**src/rtl/systolic_ctrl.sv**
```systemverilog
`default_nettype none
// ============================================================================
// Module   : systolic_ctrl
// Brief    : Job sequencer for the 2x2 systolic array: weight load, skewed
//            row streaming, column deskew into a credit-managed result FIFO.
//            Optional perf counters when SYS_CTRL_PERF_EN is defined.
// Revision : 1.0 - initial release
// ============================================================================
module systolic_ctrl #(
    parameter int DATA_W    = 16,
    parameter int CNT_W     = 8,
    parameter int RES_DEPTH = 4,
    parameter int DRAIN_MAX = 15
) (
    input  logic              clk,
    input  logic              rst,
    input  logic              start_i,
    input  logic [CNT_W-1:0]  num_rows_i,
    input  logic [DATA_W-1:0] w11_i,
    input  logic [DATA_W-1:0] w12_i,
    input  logic [DATA_W-1:0] w21_i,
    input  logic [DATA_W-1:0] w22_i,
    input  logic              in_valid_i,
    output logic              in_ready_o,
    input  logic [DATA_W-1:0] in_x0_i,
    input  logic [DATA_W-1:0] in_x1_i,
    output logic              res_valid_o,
    input  logic              res_ready_i,
    output logic [DATA_W-1:0] res_y0_o,
    output logic [DATA_W-1:0] res_y1_o,
    output logic              busy_o,
    output logic              done_o,
    output logic              err_timeout_o,
    output logic              sys_start_o,
    output logic              sys_accept_w_in_o,
    output logic              sys_switch_in_o,
    output logic [DATA_W-1:0] sys_data_in_11_o,
    output logic [DATA_W-1:0] sys_data_in_12_o,
    output logic [DATA_W-1:0] sys_weight_in_11_o,
    output logic [DATA_W-1:0] sys_weight_in_12_o,
    input  logic [DATA_W-1:0] sys_data_out_21_i,
    input  logic [DATA_W-1:0] sys_data_out_22_i,
    input  logic              sys_valid_out_21_i,
    input  logic              sys_valid_out_22_i
`ifdef SYS_CTRL_PERF_EN
    ,
    output logic [31:0]       perf_cycles_o,
    output logic [31:0]       perf_stall_o
`endif
);

    localparam int PTR_W = $clog2(RES_DEPTH);
    localparam int OCC_W = PTR_W + 1;
    localparam int DRN_W = $clog2(DRAIN_MAX + 1);

    typedef enum logic [2:0] {
        S_IDLE    = 3'd0,
        S_LOAD_W0 = 3'd1,
        S_LOAD_W1 = 3'd2,
        S_SWITCH  = 3'd3,
        S_STREAM  = 3'd4,
        S_DRAIN   = 3'd5,
        S_DONE    = 3'd6
    } state_t;

    state_t              state_q, state_d;
    logic [CNT_W-1:0]    num_rows_q, rows_q, pushed_q;
    logic [DATA_W-1:0]   w11_q, w12_q, w21_q, w22_q;
    logic [DRN_W-1:0]    drain_q;
    logic [OCC_W-1:0]    inflight_q, count_q;
    logic [PTR_W-1:0]    wptr_q, rptr_q;
    logic [DATA_W-1:0]   x1_q, hold_q;
    logic                err_q;
    logic [2*DATA_W-1:0] mem_q [RES_DEPTH];

    logic [OCC_W:0]      w_occ;
    logic                w_accept, w_start_acc, w_push, w_pop;
    logic                w_last_row, w_drain_done, w_timeout;
    logic [2*DATA_W-1:0] w_head;

    // Rows in the array count against FIFO space so a result always has a slot.
    assign w_occ        = {1'b0, count_q} + {1'b0, inflight_q};
    assign in_ready_o   = (state_q == S_STREAM) && (w_occ < (OCC_W+1)'(RES_DEPTH));
    assign w_accept     = in_valid_i && in_ready_o;
    assign w_start_acc  = (state_q == S_IDLE) && start_i;
    assign w_push       = sys_valid_out_22_i && (count_q != OCC_W'(RES_DEPTH))
                          && ((state_q == S_STREAM) || (state_q == S_DRAIN));
    assign w_pop        = res_valid_o && res_ready_i;
    assign w_last_row   = (rows_q + CNT_W'(1)) == num_rows_q;
    assign w_drain_done = pushed_q == num_rows_q;
    assign w_timeout    = drain_q == DRN_W'(DRAIN_MAX - 1);

    assign busy_o           = state_q != S_IDLE;
    assign done_o           = state_q == S_DONE;
    assign err_timeout_o    = err_q;
    assign sys_start_o      = w_accept;
    assign sys_data_in_11_o = w_accept ? in_x0_i : '0;
    assign sys_data_in_12_o = x1_q;

    assign w_head      = mem_q[rptr_q];
    assign res_valid_o = count_q != '0;
    assign res_y0_o    = res_valid_o ? w_head[2*DATA_W-1:DATA_W] : '0;
    assign res_y1_o    = res_valid_o ? w_head[DATA_W-1:0]        : '0;

    always_comb begin
        state_d            = state_q;
        sys_accept_w_in_o  = 1'b0;
        sys_switch_in_o    = 1'b0;
        sys_weight_in_11_o = '0;
        sys_weight_in_12_o = '0;
        case (state_q)
            S_IDLE:    if (start_i) state_d = S_LOAD_W0;
            S_LOAD_W0: begin
                // Bottom row goes in first so it has shifted down by the second load.
                sys_accept_w_in_o  = 1'b1;
                sys_weight_in_11_o = w21_q;
                sys_weight_in_12_o = w22_q;
                state_d            = S_LOAD_W1;
            end
            S_LOAD_W1: begin
                sys_accept_w_in_o  = 1'b1;
                sys_weight_in_11_o = w11_q;
                sys_weight_in_12_o = w12_q;
                state_d            = S_SWITCH;
            end
            S_SWITCH: begin
                sys_switch_in_o = 1'b1;
                state_d         = (num_rows_q == '0) ? S_DONE : S_STREAM;
            end
            S_STREAM:  if (w_accept && w_last_row) state_d = S_DRAIN;
            S_DRAIN:   if (w_drain_done || w_timeout) state_d = S_DONE;
            S_DONE:    state_d = S_IDLE;
            default:   state_d = S_IDLE;
        endcase
    end

    always_ff @(posedge clk) begin
        if (rst) begin
            state_q    <= S_IDLE;
            num_rows_q <= '0;
            rows_q     <= '0;
            pushed_q   <= '0;
            w11_q      <= '0;
            w12_q      <= '0;
            w21_q      <= '0;
            w22_q      <= '0;
            drain_q    <= '0;
            inflight_q <= '0;
            count_q    <= '0;
            wptr_q     <= '0;
            rptr_q     <= '0;
            x1_q       <= '0;
            hold_q     <= '0;
            err_q      <= 1'b0;
        end else begin
            state_q <= state_d;
            if (w_start_acc) begin
                num_rows_q <= num_rows_i;
                w11_q      <= w11_i;
                w12_q      <= w12_i;
                w21_q      <= w21_i;
                w22_q      <= w22_i;
                rows_q     <= '0;
                pushed_q   <= '0;
                inflight_q <= '0;
                err_q      <= 1'b0;
            end else begin
                if (w_accept) rows_q <= rows_q + CNT_W'(1);
                if (w_push) pushed_q <= pushed_q + CNT_W'(1);
                if (w_accept && !w_push)
                    inflight_q <= inflight_q + OCC_W'(1);
                else if (!w_accept && w_push && (inflight_q != '0))
                    inflight_q <= inflight_q - OCC_W'(1);
                if ((state_q == S_DRAIN) && !w_drain_done && w_timeout)
                    err_q <= 1'b1;
            end
            drain_q <= (state_q == S_DRAIN) ? drain_q + DRN_W'(1) : '0;
            x1_q    <= w_accept ? in_x1_i : '0;
            if (sys_valid_out_21_i) hold_q <= sys_data_out_21_i;
            if (w_push) wptr_q <= wptr_q + PTR_W'(1);
            if (w_pop)  rptr_q <= rptr_q + PTR_W'(1);
            if (w_push && !w_pop)
                count_q <= count_q + OCC_W'(1);
            else if (!w_push && w_pop)
                count_q <= count_q - OCC_W'(1);
        end
    end

    always_ff @(posedge clk) begin
        if (w_push) mem_q[wptr_q] <= {hold_q, sys_data_out_22_i};
    end

`ifdef SYS_CTRL_PERF_EN
    always_ff @(posedge clk) begin
        if (rst) begin
            perf_cycles_o <= '0;
            perf_stall_o  <= '0;
        end else if (w_start_acc) begin
            perf_cycles_o <= 32'd1;
            perf_stall_o  <= '0;
        end else begin
            if (busy_o && (perf_cycles_o != '1))
                perf_cycles_o <= perf_cycles_o + 32'd1;
            if ((state_q == S_STREAM) && in_valid_i && !in_ready_o && (perf_stall_o != '1))
                perf_stall_o <= perf_stall_o + 32'd1;
        end
    end
`endif

endmodule
`default_nettype wire

```
**config.mk**
```make
export PLATFORM = sky130hd
export DESIGN_NAME = systolic_ctrl
export DESIGN_NICKNAME = d
export VERILOG_FILES = /design/src/rtl/systolic_ctrl.sv
export SDC_FILE = /design/constraint.sdc
export NUM_CORES = 1
export LEC_CHECK = 0
export CAP_MARGIN = 10
export CORE_MARGIN = 2
export CORE_UTILIZATION = 33
export CTS_BUF_LIST = sky130_fd_sc_hd__clkbuf_16
export DETAILED_ROUTE_END_ITERATION = 6
export PLACE_DENSITY = 0.57
export SETUP_SLACK_MARGIN = 0.2
export SYNTH_ARGS = -nofsm -noshare
export SYNTH_HDL_FRONTEND = slang
export SYNTH_SLANG_ARGS = --single-unit
```
**constraint.sdc**
```tcl
create_clock -name clk -period 2.6 [get_ports clk]
set_clock_uncertainty 0.05 [all_clocks]
set_input_delay 0.26 -clock clk [delete_from_list [all_inputs] [get_ports clk]]
set_output_delay 0.26 -clock clk [all_outputs]
set_load 0.05 [all_outputs]
```
==> run metrics <==
clock sink count=268; Static Leak=5.731 nW; CTS root buf=clkbuf_16; Synth Flop Type=dfxtp_1; number of max-cap violations=0; number of global-route vias before repair=7608; syn nets=1055; CTS Buf Count=29; largest family of logic cells by synthesized area=simple AND/OR/NAND/NOR gates; num ports=247; Max Fclk=401.1 MHz; CP Capture Type=output pin; Detailed Place HPWL=17250 µm; CTS H-tree lvls=1; Worst Tran Pin Value=0.5671 ns; DRC viols=0; initial antenna violation count=1; multi-input logic area=3998 µm²; Synth Area per Inst=12.00 µm²; compound-cell area share of the yosys netlist=0.08607; Post-Syn Area=10790 µm²; met2 Use GR=0.2518; Cells after Synth=899; crit path DAT=2.18 ns; post-synthesis xor/xnor area fraction=0.02680; Final Setup Violations=0; number of synthesis warnings=0; port bufs=246; Vias=7565; crit-path most repeated cell=buf_12; instance area at placement=14750 µm²; Clock Latency Late Sink=0.54 ns; Seq/Total Area, Yosys=0.6162; largest net degree at the start of global routing=73; leading cell types in the layout, fill and taps excluded=nand2_1 (158), clkdlybuf4s50_1 (158), dfxtp_1 (133), edfxtp_1 (128), buf_12 (97); crit-path cells=ha_4, nor4b_4, nand4_4, clkinvlp_4, buf_4, buf_12, and2_4, buf_12; Worst Path Required=2.29 ns; pwr dens=720.9 nW/µm²; design area=16010 µm²; worst-path cell with the longest stage delay=dfxtp_4; final wirelength=26630 µm; final period utilization=0.9589; DRT Pass-1 Iters=4; Hold Crit Depth=2; met3 capacity usage during global routing=0.05879; Layout area overhead=48.43%; Levels on crit path=8; share of layout cells above drive strength 1=0.2260; CTS tree=done; worst path bufs/invs=4; busiest layer in global routing=met2; mux cell area share after synthesis=0.08259; antenna viol nets, final=0; Unique masters post-synth=56; GRT Util Overall=0.1538; Post-synth EDFFs=128; die width=184.8 µm; endpoints failing hold=0; Overflow after GRT=0; startpoint type of the worst setup path=flip-flop; RePlAce Congestion=0.7638; Worst VDD drop=0.4822 mV; worst-path fanout max=9; Synth Register Bits=268; CP max stage delay=0.35 ns; Worst path top cell family by delay=simple AND/OR/NAND/NOR gates; adder-cell area share of the yosys netlist=0.01647; crit path kind=reg -> out; run status=complete, no violations; wire per inst=16.35 µm; clock slew at reported path FFs=0.06 ns; Period minus WS final=2.493 ns; number of core rows=66; vias per cell=4.644; Slew HR=0.6234; worst hold path class=in -> reg; Storage cell area=6668 µm²; RSZ-0062 raised after global routing=true; setup TNS after final layout=0 ns; r2r worst-path depth=10; core area=32370 µm²; initial DRC count=383; Synth Area in Simple Gates=0.1455; first-pass GRT wire length=41630 µm; Initial Util=0.3332; async set-or-reset flop fraction in the synthesized netlist=0; die area=34150 µm²; fill cell count=2898; nets=1319; fin. max-slew vios=0; Max Root-Sink Buffers=3; Die Span Y=184.8 µm; GR met1 Demand/Resource=0.1935
report_power, final:
part | internal [mW] | total, mW | switching (mW)
registers | 4.58 | 4.71 | 0.129
clock network | 2.12 | 3.75 | 1.63
logic | 1.50 | 3.08 | 1.59
total | 8.20 | 11.5 | 3.34
repair_timing:
item	CTS	global route
cloned	3	2
pin swaps	3	10
hold buffers	0	0
resized for setup	33	26
buffers inserted	8	3
endpoints found under the setup margin	46	71
Yosys cell counts (2+ instances only):
cell type  instances  area [µm²]
nand3_1            9       45.04
a22o_1            32       280.3
nor3b_1            2       15.01
dfxtp_1          140        2803
mux2i_1           17       170.2
nor4_1             2       12.51
nand2_1          160       600.6
o211ai_1           2       15.01
xnor2_1           21       183.9
o22ai_1            2       12.51
ha_1              11       137.6
nor3_1             5       25.02
fa_1               2       40.04
or3_1              7       43.79
buf_2             17       85.08
nor2_2             2       12.51
mux4_2            32       720.7
nor2_1            41       153.9
or2_2              4       25.02
o21ai_0           13       65.06
buf_4              3       22.52
nand4_1            5       31.28
and2_1            69       431.7
and3_1             4       25.02
xor2_1            12       105.1
inv_1             10       37.54
a21o_1             2       15.01
edfxtp_1         128        3844
and3b_1            2       17.52
buf_1              2       7.510
a21oi_1           84       420.4
clkbuf_1          30       112.6
nor2b_1            4       25.02
layer usage:
| metal | vias up | wire (µm) |
|---|---|---|
| met5 | - | 0 |
| met4 | 0 | 409 |
| met3 | 35 | 2596 |
| met2 | 210 | 12540 |
| met1 | 3618 | 11080 |
| li1 | 3702 | - |
sequential cells by signal, summed over array words and instances, names as in the netlist, named ones only:
register / count
w12_q: 16
rptr_q: 2
rows_q: 8
state_q: 3
w22_q: 16
num_rows_q: 8
err_timeout_o: 1
w21_q: 16
inflight_q: 3
drain_q: 4
wptr_q: 2
count_q: 3
w11_q: 16
pushed_q: 8
hold_q: 16
mem_q: 128
sys_data_in_12_o: 16
path summary, 6_finish.rpt:
path | from | end | slack [ns]
worst max-delay path | count_q[2] | sys_data_in_11_o[15] | 0.11
worst min-delay path | rst | state_q[2] | 0.1
worst max register to register | count_q[2] | inflight_q[1] | 0.14
worst min register to register | w21_q[8] | w21_q[8] | 0.40
area by class of cell:
class | instances | share of cell area
antenna | 1 | 0.0001563
clock buffer | 29 | 0.04533
clock inverter | 25 | 0.009300
inverter | 11 | 0.002813
multi-input combinational | 566 | 0.2497
sequential | 268 | 0.4165
tap | 442 | 0.03454
timing repair buffer | 287 | 0.2417
per-stage QoR:
| stage | hold WS (ns) | util | total power [mW] | instances | setup WS (ns) |
|---|---|---|---|---|---|
| after global placement | 0.3918 | 0.4556 | 7.722 | 1558 | 0.2342 |
| after detailed placement | 0.3965 | 0.4556 | 7.738 | 1558 | 0.1869 |
| final | 0.09912 | 0.4946 | 11.54 | 1629 | 0.1068 |
| after CTS | 0.07227 | 0.4901 | 11.61 | 1623 | 0.01844 |
| after global routing | 0.08949 | 0.4945 | 12.07 | 1628 | 0.01390 |
| after floorplan | 0.3089 | - | 6.311 | 899 | 0.2228 |
kinds of logic after synthesis:
| family | after synthesis |
|---|---|
| AOI/OAI and AO/OA | 147 |
| and+or+nand+nor | 324 |
| adders and majority gates | 13 |
| DFF | 268 |
| buffers and inverters | 65 |
| xor gates and xnor gates | 33 |
| muxes | 49 |
Power figures use the tool's default switching activity.
